File: config.mk
export PLATFORM = sky130hd
export DESIGN_NAME = norm_arbiter
export DESIGN_NICKNAME = d
export VERILOG_FILES = /design/src/rtl/norm_arbiter.sv
export SDC_FILE = /design/constraint.sdc
export NUM_CORES = 1
export LEC_CHECK = 0
export ABC_AREA = 1
export CAP_MARGIN = 15
export CELL_PAD_IN_SITES_DETAIL_PLACEMENT = 0
export CELL_PAD_IN_SITES_GLOBAL_PLACEMENT = 1
export CORE_MARGIN = 8
export CORE_UTILIZATION = 27
export DETAILED_ROUTE_END_ITERATION = 8
export PLACE_DENSITY_LB_ADDON = 0.1
export SYNTH_ARGS = -nofsm -noshare
export SYNTH_HDL_FRONTEND = slang
export SYNTH_SLANG_ARGS = --single-unit
File: constraint.sdc
create_clock -name clk -period 1.4 [get_ports clk]
set_input_delay 0.21 -clock clk [delete_from_list [all_inputs] [get_ports clk]]
set_output_delay 0.21 -clock clk [all_outputs]
set_load 0.01 [all_outputs]
File: src/rtl/norm_arbiter.sv
// Two-requester front end that shares one combinational normalize unit, one transaction at a time.
// Define NORM_ARB_ROUNDROBIN_EN for round-robin arbitration; the default build is fixed priority (req0 wins).
module norm_arbiter (
   input  logic        clk,
   input  logic        rst_n,
   input  logic        req0_valid,
   output logic        req0_ready,
   input  logic [7:0]  req0_exp,
   input  logic [24:0] req0_frac,
   input  logic        req1_valid,
   output logic        req1_ready,
   input  logic [7:0]  req1_exp,
   input  logic [24:0] req1_frac,
   output logic [7:0]  nu_exp_in,
   output logic [24:0] nu_frac_in,
   input  logic [7:0]  nu_exp_out,
   input  logic [23:0] nu_frac_out,
   output logic        out_valid,
   input  logic        out_ready,
   output logic [7:0]  out_exp,
   output logic [23:0] out_frac,
   output logic        out_id,
   output logic        busy
);

   localparam logic [1:0] S_IDLE = 2'd0;
   localparam logic [1:0] S_CALC = 2'd1;
   localparam logic [1:0] S_DONE = 2'd2;

   logic [1:0]  state_q, state_d;
   logic [7:0]  op_exp_q, op_exp_d;
   logic [24:0] op_frac_q, op_frac_d;
   logic        id_q, id_d;
   logic [7:0]  res_exp_q, res_exp_d;
   logic [23:0] res_frac_q, res_frac_d;
   logic        gnt0, gnt1;
   logic        hs0, hs1;
`ifdef NORM_ARB_ROUNDROBIN_EN
   logic        last_q, last_d;
`endif

   // Grants require a valid request; contention is resolved by the selected policy.
   always_comb begin
      gnt0 = 1'b0;
      gnt1 = 1'b0;
`ifdef NORM_ARB_ROUNDROBIN_EN
      if (req0_valid && req1_valid) begin
         gnt0 = last_q;
         gnt1 = ~last_q;
      end else begin
         gnt0 = req0_valid;
         gnt1 = req1_valid;
      end
`else
      gnt0 = req0_valid;
      gnt1 = req1_valid && !req0_valid;
`endif
   end

   assign req0_ready = (state_q == S_IDLE) && gnt0;
   assign req1_ready = (state_q == S_IDLE) && gnt1;
   assign hs0        = req0_valid && req0_ready;
   assign hs1        = req1_valid && req1_ready;

   always_comb begin
      state_d    = state_q;
      op_exp_d   = op_exp_q;
      op_frac_d  = op_frac_q;
      id_d       = id_q;
      res_exp_d  = res_exp_q;
      res_frac_d = res_frac_q;
`ifdef NORM_ARB_ROUNDROBIN_EN
      last_d     = last_q;
`endif
      case (state_q)
         S_IDLE: begin
            if (hs0 || hs1) begin
               state_d   = S_CALC;
               op_exp_d  = hs1 ? req1_exp : req0_exp;
               op_frac_d = hs1 ? req1_frac : req0_frac;
               id_d      = hs1;
`ifdef NORM_ARB_ROUNDROBIN_EN
               last_d    = hs1;
`endif
            end
         end
         S_CALC: begin
            res_exp_d  = nu_exp_out;
            res_frac_d = nu_frac_out;
            state_d    = S_DONE;
         end
         S_DONE: begin
            if (out_ready) state_d = S_IDLE;
         end
         default: state_d = S_IDLE;
      endcase
   end

   always_ff @(posedge clk or negedge rst_n) begin
      if (!rst_n) begin
         state_q    <= S_IDLE;
         op_exp_q   <= 8'd0;
         op_frac_q  <= 25'd0;
         id_q       <= 1'b0;
         res_exp_q  <= 8'd0;
         res_frac_q <= 24'd0;
`ifdef NORM_ARB_ROUNDROBIN_EN
         last_q     <= 1'b1;
`endif
      end else begin
         state_q    <= state_d;
         op_exp_q   <= op_exp_d;
         op_frac_q  <= op_frac_d;
         id_q       <= id_d;
         res_exp_q  <= res_exp_d;
         res_frac_q <= res_frac_d;
`ifdef NORM_ARB_ROUNDROBIN_EN
         last_q     <= last_d;
`endif
      end
   end

   assign nu_exp_in  = op_exp_q;
   assign nu_frac_in = op_frac_q;
   assign out_valid  = (state_q == S_DONE);
   assign out_exp    = res_exp_q;
   assign out_frac   = res_frac_q;
   assign out_id     = id_q;
   assign busy       = (state_q != S_IDLE);

endmodule

==> out/metrics.cfg, run 1 <==
[outcome]
outcome=complete, no violations

[clock_network]
cts_setup_buffers=0
htree_levels=3
clkSinkCount=68
clock_latency_ps=320
root_buffer=clkbuf_16
cts_buffers=9
clockBufferDepth=2
path_clk_slew_ps=50
cts_tree=built

[yosys]
ys_seq_area_share_pct=51.28
synth_adder_area_share_pct=0
synthXorXnorAreaFrac_pct=0
postSynthCellCount=438
synth-compound-area-share_pct=0.4902
synth_top_family_by_area=simple AND/OR/NAND/NOR gates
synth_warnings=0
syn-num-nets=541
synth.cell_area_um2=3318
ys_ff_latch=68
synth.area.mux_share_pct=0
yosys.area_share.simple_pct=35.14
ys_types=16
synth.avg_cell_area_um2=7.576

[drt]
route.met2.wl_mm=5.304
via_count=3312
ant_nets=0
drt-met1-wl_mm=4.893
wl_met3_mm=1.065
wl_per_cell_um=14.89
route.detailed.drc=0
via_per_inst=4.329
drtIter0Drc=181
drt_pass1_iterations=7
wirelength_mm=11.39
highest_layer=met4

[placement]
dp_slack_ps=-279.4
port_buffers=172
place_inst=749
detailed_place_hpwl_mm=8.238
gp_congestion=0.7060

[timing]
worstMarginPinSlew_ps=419.9
tns_ps=0
slew_viol_final=0
setup-violations-final=0
finalClockSkew_ps=5.298
slew_headroom_pct=72.01
hold_violations=0
fmaxAchievable_ghz=0.7233
setup_slack_ps=17.52
rsz0062_at_grt=true
post-route-period-util_pct=98.75
min_period_ps=1382

[floorplanning]
dieArea_um2=16090
die_h_um=126.9
die_x_um=126.9
rows=40
core_um2=12010
top_level_ports=173
start_util_pct=27.62

[min_path]
min_path_type=input port to async pin

[worst_setup_path]
critical-path-top-delay-family=flip-flops
rr_startpoint=state_q[0]
max_stage_delay_ps=430
r2r_cells=6
r2r_end=nu_frac_in[2]
cp.arrival_ps=1170
cp_num_buf_inv=2
worstPathCellList=nor2_8, inv_2, nor2_1, buf_2
crit_slowest_cell=dfrtp_2
cp.required_ps=1190
worstSetupEndpointType=output pin
reg2reg_slack_ps=90
critical_path.max_fanout=3
worst_setup_path_start_kind=flop
critPathKind=flop to output pin

[global_route]
grt_usage_pct=14.48
grt_overflow=0
antenna_found_initial=0
grt_pass1_wl_mm=18.62
grt_pass1_vias=3566
grt_max_degree=69

[cells_and_area]
final_cells=765
drive_gt1_share_pct=7.443
area_delta_synth_final_pct=64.59
finalCoreUtilization_pct=45.47
final_net_count=717
most-common-layout-cells=168 x nand2_1, 101 x clkdlybuf4s50_1, 98 x nand3_1, 69 x inv_1
insertedDiodeCount=0
layout_commonest_cell=nand2_1

[power]
power_mw=10.81
leakage_nw=3.009
ir_drop_uv=759.2
p_per_area_nw_per_um2=1978

[run]
drv_cap=0

==> cell usage after synthesis <==
master / number / share of area [%]
buf_1: 2 / 0.23
o21ai_4: 1 / 0.49
nand2_2: 1 / 0.19
nor2_1: 2 / 0.23
inv_1: 71 / 8.0
nand3_1: 98 / 15
inv_2: 1 / 0.11
clkbuf_1: 4 / 0.45
inv_4: 1 / 0.19
dfrtp_1: 68 / 51
nor2_8: 1 / 0.60
buf_2: 12 / 1.8
buf_6: 6 / 2.0
nand2_1: 168 / 19
buf_4: 1 / 0.23
nor2_4: 1 / 0.34
==> final cells by class <==
class | instances | area (um2)
sequential | 68 | 1704
tap | 147 | 183.9
clock buffer | 13 | 260.3
clock inverter | 2 | 10.01
fill | 1265 | 6550
inverter | 73 | 286.5
timing repair buffer | 190 | 1827
multi-input combinational | 272 | 1190
==> what timing repair did <==
action	CTS	global route
hold buffers	1	0
pin swaps	1	2
setup endpoints to repair	135	64
resized for setup	94	12
cloned	0	0
endpoints found under the hold margin	68	0
==> sequential cells by signal, summed over array words and instances, names as in the netlist <==
signal	flops
out_exp	8
nu_frac_in	25
out_frac	24
out_id	1
nu_exp_in	8
state_q	2
==> cell families (layout without fill, tap and decap cells) <==
| family | Yosys count | count (layout) |
|---|---|---|
| flops | 68 | 68 |
| compound gates | 1 | 1 |
| simple gates | 271 | 271 |
| buf+inv | 98 | 278 |
==> worst min-delay path, stage by stage <==
cell	delay, ps
dlygate4sd3_1	530
buf_4	110
buf_12	270
==> power breakdown <==
part	total, mW	switching, mW	internal, mW	leakage [nW]
Combinational	5.27	2.96	2.30	2.04
Sequential	3.47	0.512	2.96	0.833
Clock	2.07	0.788	1.28	0.135
Total	10.8	4.26	6.54	3.01
==> how the worst max path moves through the flow <==
stage          startpoint    endpoint  slack (ps)  depth (start not counted)
3_5_place_dp   req1_valid  req1_ready        -280                          6
3_3_place_gp   req1_valid  req1_ready        -290                          6
4_1_cts        state_q[1]  req0_ready         -20                          4
5_1_grt        state_q[0]  req0_ready         -40                          4
6_report       state_q[0]  req0_ready          20                          4
2_1_floorplan  state_q[0]  req0_ready          60                          5
==> stage by stage <==
stage / cell area, um2 / hold slack (ps)
2_1_floorplan: 3318 / -85.59
3_5_place_dp: 5204 / 255.3
5_1_grt: 5461 / 452.2
4_1_cts: 5419 / 430.8
3_3_place_gp: 5204 / 260.2
6_report: 5461 / 393.5
==> layer usage <==
layer	up-vias	global-route usage (%)
li1	1678	-
met1	1511	16.46
met2	114	23.90
met3	9	6.494
met4	0	4.409
met5	-	0
No activity file was read; power rests on OpenSTA's default activity.
==> run 2, diff against run 1 <==
--- a/config.mk
+++ b/config.mk
@@ -10,7 +10,7 @@
 export CELL_PAD_IN_SITES_DETAIL_PLACEMENT = 0
 export CELL_PAD_IN_SITES_GLOBAL_PLACEMENT = 1
 export CORE_MARGIN = 8
-export CORE_UTILIZATION = 27
+export CORE_UTILIZATION = 24
 export DETAILED_ROUTE_END_ITERATION = 8
 export PLACE_DENSITY_LB_ADDON = 0.1
 export SYNTH_ARGS = -nofsm -noshare
==> constraint.sdc (replaced) <==
create_clock -name clk -period 1.2 [get_ports clk]
set_input_delay 0.18 -clock clk [delete_from_list [all_inputs] [get_ports clk]]
set_output_delay 0.18 -clock clk [all_outputs]
set_load 0.01 [all_outputs]
==> run 2 against run 1 <==
  * The flow now finishes with violations (negative setup slack)
  * Register-to-register slack worse by 290 ps
  * Clock power is 41% higher
  * Global-route usage is 0.17 points higher
  * Worst setup slack worse by 210 ps
  * Critical path depth stayed put
  * First-iteration DRC count is 17% lower
  * Sequential power is 26% higher
  * Core utilization is 3.1 points higher
  * Clock skew is 1.9 ps lower
  * Power is 58% higher
  * Worst hold slack worse by 84 ps
  * Die area is 11% higher
  * Critical endpoint unchanged
  * Largest power group unchanged
==> out/metrics.cfg, run 2 (synthesized netlist as in run 1, its figures left out) <==
[placement]
port_buffers=172
gp_congestion=0.7357
place_inst=784
detailed_place_hpwl_mm=8.572

[worst_setup_path]
max_stage_delay_ps=440
critical_path.max_fanout=4
worstSetupEndpointType=output pin
cp.required_ps=1020
critPathKind=flop to output pin
cp.arrival_ps=1220
critical-path-top-delay-family=flip-flops
worst_setup_path_start_kind=flop
crit_slowest_cell=dfrtp_2
cp_num_buf_inv=2
worstPathCellList=nor2_8, inv_2, nor2_2, buf_2

[clock_network]
htree_levels=3
clkSinkCount=68
cts_buffers=9
path_clk_slew_ps=60
clockBufferDepth=2
root_buffer=clkbuf_16
clock_latency_ps=330
cts_tree=built

[drt]
route.detailed.drc=0
wirelength_mm=13.56
via_per_inst=4.259
drtIter0Drc=150
ant_nets=0
wl_per_cell_um=16.28
via_count=3548
drt_pass1_iterations=4

[timing]
min_period_ps=1397
hold_slack_ps=309.7
worstMarginPinSlew_ps=395.0
slew_viol_final=0
hold_violations=0
finalClockSkew_ps=3.394
setup_slack_ps=-197.2
post-route-period-util_pct=116.4
setup-violations-final=69
slew_headroom_pct=73.56
rsz0062_at_grt=true
fmaxAchievable_ghz=0.7157

[cells_and_area]
drive_gt1_share_pct=32.16
final_net_count=751
layout_commonest_cell=clkdlybuf4s50_1
largest_register_ffs=25
insertedDiodeCount=0
area_delta_synth_final_pct=100.9
fillers=1369
final_cells=833
most-common-layout-cells=100 x clkdlybuf4s50_1, 91 x nand2_1, 69 x inv_1, 66 x nand3_1, 66 x dfrtp_1

[floorplanning]
die_h_um=133.6
core_um2=13720
dieArea_um2=17840
top_level_ports=173
die_x_um=133.6
rows=43
start_util_pct=24.19

[global_route]
antenna_found_initial=0
grt_pass1_vias=3706
grt_usage_pct=14.65
grt_pass1_wl_mm=20.52
grt_max_degree=35
grt_overflow=0

[power]
p_per_area_nw_per_um2=2558
leakage_nw=3.378
ir_drop_uv=846.9

[outcome]
failed_checks=negative setup slack
outcome=finished with violations

[run]
drv_cap=0

[min_path]
min_path_type=input port to async pin

[run 2: worst paths after layout]
check,startpoint,to,slack [ps],depth (start not counted)
max in group asynchronous,rst_n,state_q[1],430,3
min,rst_n,nu_exp_in[3],310,2
max reg2reg,state_q[0],out_id,-200,7
min reg2reg,nu_frac_in[5],nu_frac_in[5],470,2
max,state_q[0],req0_ready,-200,4
min in group clk,nu_frac_out[16],out_frac[16],410,3
[run 2: report_power, final]
group | internal [mW] | leakage (nW) | switching (mW)
combinational | 4.91 | 2.39 | 4.85
sequential | 3.46 | 0.833 | 0.916
clock | 1.87 | 0.151 | 1.04
[run 2: area by class of cell]
type	count	area, um2	area share (%)
repair buffers	218	2375	35.62
inverters	73	291.5	4.373
flip-flops and latches	68	1704	25.56
multi-input cells	273	1690	25.36
clock inverters	6	87.58	1.314
well taps	180	225.2	3.378
clock buffers	10	239.0	3.585
repair inverters	5	53.80	0.8071
[run 2: routing by layer]
metal  wire length [um]  global-route usage (%)  up-vias
li1                   -                       -     1765
met1               5774                   17.07     1674
met2               6718                   24.55       99
met3                912                   5.158       10
met4                158                   4.803        0
met5                  0                       0        -
[run 2: what timing repair did]
item | in CTS | in global routing
resized for setup | 195 | 166
setup endpoints to repair | 138 | 102
hold endpoints to repair | 22 | 0
cloned | 11 | 6
hold buffers | 1 | 0
buffers inserted | 7 | 10
pin swaps | 30 | 28
[run 2: per-stage QoR]
step	util, %	power [mW]	cell area, um2	TNS (ps)	setup WS (ps)
after floorplan	-	7.293	3332	-52.93	-12.01
final	48.59	17.05	6666	-5772	-197.2
after global routing	48.59	18.19	6666	-9123	-259.2
after global placement	38.67	11.05	5305	-20770	-447.9
after detailed placement	38.67	11.08	5305	-21090	-428.7
after CTS	44.73	15.42	6137	-5064	-237.5
==> patch (settings of run 1) <==
`res_exp_q` no longer has a reset.
--- a/src/rtl/norm_arbiter.sv
+++ b/src/rtl/norm_arbiter.sv
@@ -102,7 +102,6 @@
          op_exp_q   <= 8'd0;
          op_frac_q  <= 25'd0;
          id_q       <= 1'b0;
-         res_exp_q  <= 8'd0;
          res_frac_q <= 24'd0;
 `ifdef NORM_ARB_ROUNDROBIN_EN
          last_q     <= 1'b1;
@@ -112,12 +111,15 @@
          op_exp_q   <= op_exp_d;
          op_frac_q  <= op_frac_d;
          id_q       <= id_d;
-         res_exp_q  <= res_exp_d;
          res_frac_q <= res_frac_d;
 `ifdef NORM_ARB_ROUNDROBIN_EN
          last_q     <= last_d;
 `endif
       end
+   end
+
+   always_ff @(posedge clk) begin
+      res_exp_q <= res_exp_d;
    end
 
    assign nu_exp_in  = op_exp_q;
Check against the original RTL: differs if rst_n is asserted again (counterexample within 4 cycles, from zero or initial values and one cycle with rst_n low); with rst_n held inactive, the same outputs for 10 cycles.
==> patch against run 1 <==
- the run now ends with setup timing left
- clock power is 10% higher
- largest cell class unchanged
- worst setup slack worse by 100 ps
- sequential cell count did not move
- global-route usage shrank 0.18 points
- routed wire length down 2.5%
- count of clock-buffer cells in the layout shrank 4
- largest power group unchanged
- critical path type unchanged
- maximum frequency decreased by 7.0%
- total power up 5.4%
- register-to-register slack lost 110 ps
- area after synthesis shrank 4.8%
- cell area increased by 5.3%
==> patch: results (changes against run 1) <==
metric	value	unit	change
sequential area share after synthesis	55.1	%	+3.8 points
global-route wire length before repair	16800	um	-9.5%
Post-CTS Setup Bufs	3		+3
Comb pwr share	50.1	%	+1.4 points
Final HPWL DP	7580	um	-8.0%
syn_nets	512		-5.4%
Rel. slew slack	77.2	%	+5.2 points
Clock power frac	20.0	%	+0.9 points
Worst Skew	5.39	ps	+0.0953 ps
# setup viols final	17		+17
slowest stage cell, crit path	dfrtp_1		
reg2reg end	nu_exp_in[5]		
status	complete, but fails checks		
Detailed Route Iter0 Violations	125		-31%
final worst setup slack	-86.8	ps	-104 ps
Pint	7.07	mW	+8.1%
GPL Wtd Cong	0.763		+8.0%
Nets	701		-2.2%
Leak Pwr	3.05	nW	+1.3%
top cells by count, synth	nand2_1 (176), inv_1 (72), nand3_1 (66), dfrtp_1 (60), buf_2 (14)		
met1 usage	16.5	%	+0.088 points
Post-synth EDFFs	8		+8
CP peak stage delay	400	ps	-30 ps
DRT Wirelength	11100	um	-2.5%
crit path DAT	1280	ps	+110 ps
Avg Cell Area, Syn	7.72	um^2	+2.0%
Synth area leaders	dfrtp_1 (48%), nand2_1 (21%), nand3_1 (10%)		
CP max FO	2		-1
M3 GR Usage	5.98	%	-0.51 points
DR vias	3174		-4.2%
placed cell count	719		-4.0%
r2r setup slk	-20	ps	-110 ps
compound-gate portion of the synthesized area	0.277	%	-0.21 points
fill count	1153		-8.9%
failing checks	setup timing		
final non-filler cell total	746		-2.5%
GRT Util Overall	14.3	%	-0.18 points
largest net degree at the start of global routing	61		-12%
hold slack	401	ps	+7.31 ps
Synth cell types	14		-2
cells on worst reg2reg path	9		+3
share of layout cells above drive strength 1	14.8	%	+7.3 points
post-CTS sizing	92		-2.1%
Post-synth ARST share	88.2	%	-12 points
drt pass-1 iters	4		-3
Clock Latency Late Sink	340	ps	+20 ps
Max VDD drop	1130	uV	+49%
## patch: cell count changes in the layout (fill, tap and decap cells not counted), moves of 3 or more
cell / run 1 / this run
nand3_1: 98 / 35
clkbuf_16: 9 / 12
dfrtp_1: 66 / 60
edfxtp_1: 0 / 8
buf_4: 9 / 5
buf_12: 3 / 7
nand2_2: 1 / 4
nand2_1: 168 / 173
nand3_2: 0 / 29
clkinvlp_4: 0 / 3
## patch: per-layer routing
layer	up-vias	share of wire [%]
li1	1603	-
met3	11	11
met4	0	1.3
met5	-	0
met2	112	46
met1	1448	42
## patch: stage by stage
stage | utilization, % | TNS (ps) | cell area (um^2) | power [mW] | setup WS (ps)
floorplan | - | 0 | 3160 | 5.77 | 111
global placement | 44.9 | -10780 | 5130 | 8.93 | -416
detailed placement | 44.9 | -11450 | 5130 | 9.00 | -420
CTS | 47.6 | -1900 | 5430 | 11.0 | -94.3
global route | 50.4 | -2490 | 5750 | 12.3 | -134
finish | 50.4 | -356 | 5750 | 11.4 | -86.8
## patch: area by class of cell
class                      count  share of cell area (%)
multi-input combinational    248                    21.4
clock inverter                 7                    1.31
tap                          143                    3.11
clock buffer                   9                    3.92
sequential                    68                    30.3
timing repair buffer         197                    35.1
inverter                      74                    4.92
## patch: how the worst max path moves through the flow
stage	startpoint	endpoint	slack (ps)	cells after the start
final	state_q[0]	busy	-90	5
after global routing	state_q[0]	busy	-130	5
after CTS	state_q[1]	busy	-90	5
after detailed placement	req1_valid	req1_ready	-420	6
after global placement	req1_valid	req1_ready	-420	6
after floorplan	state_q[1]	out_exp[0]	110	4
## patch: critical path: cells and delay by family, from the launching register on
kind          cells  cell delay [ps]
buf+inv           4              380
flops             1              400
simple gates      1              160
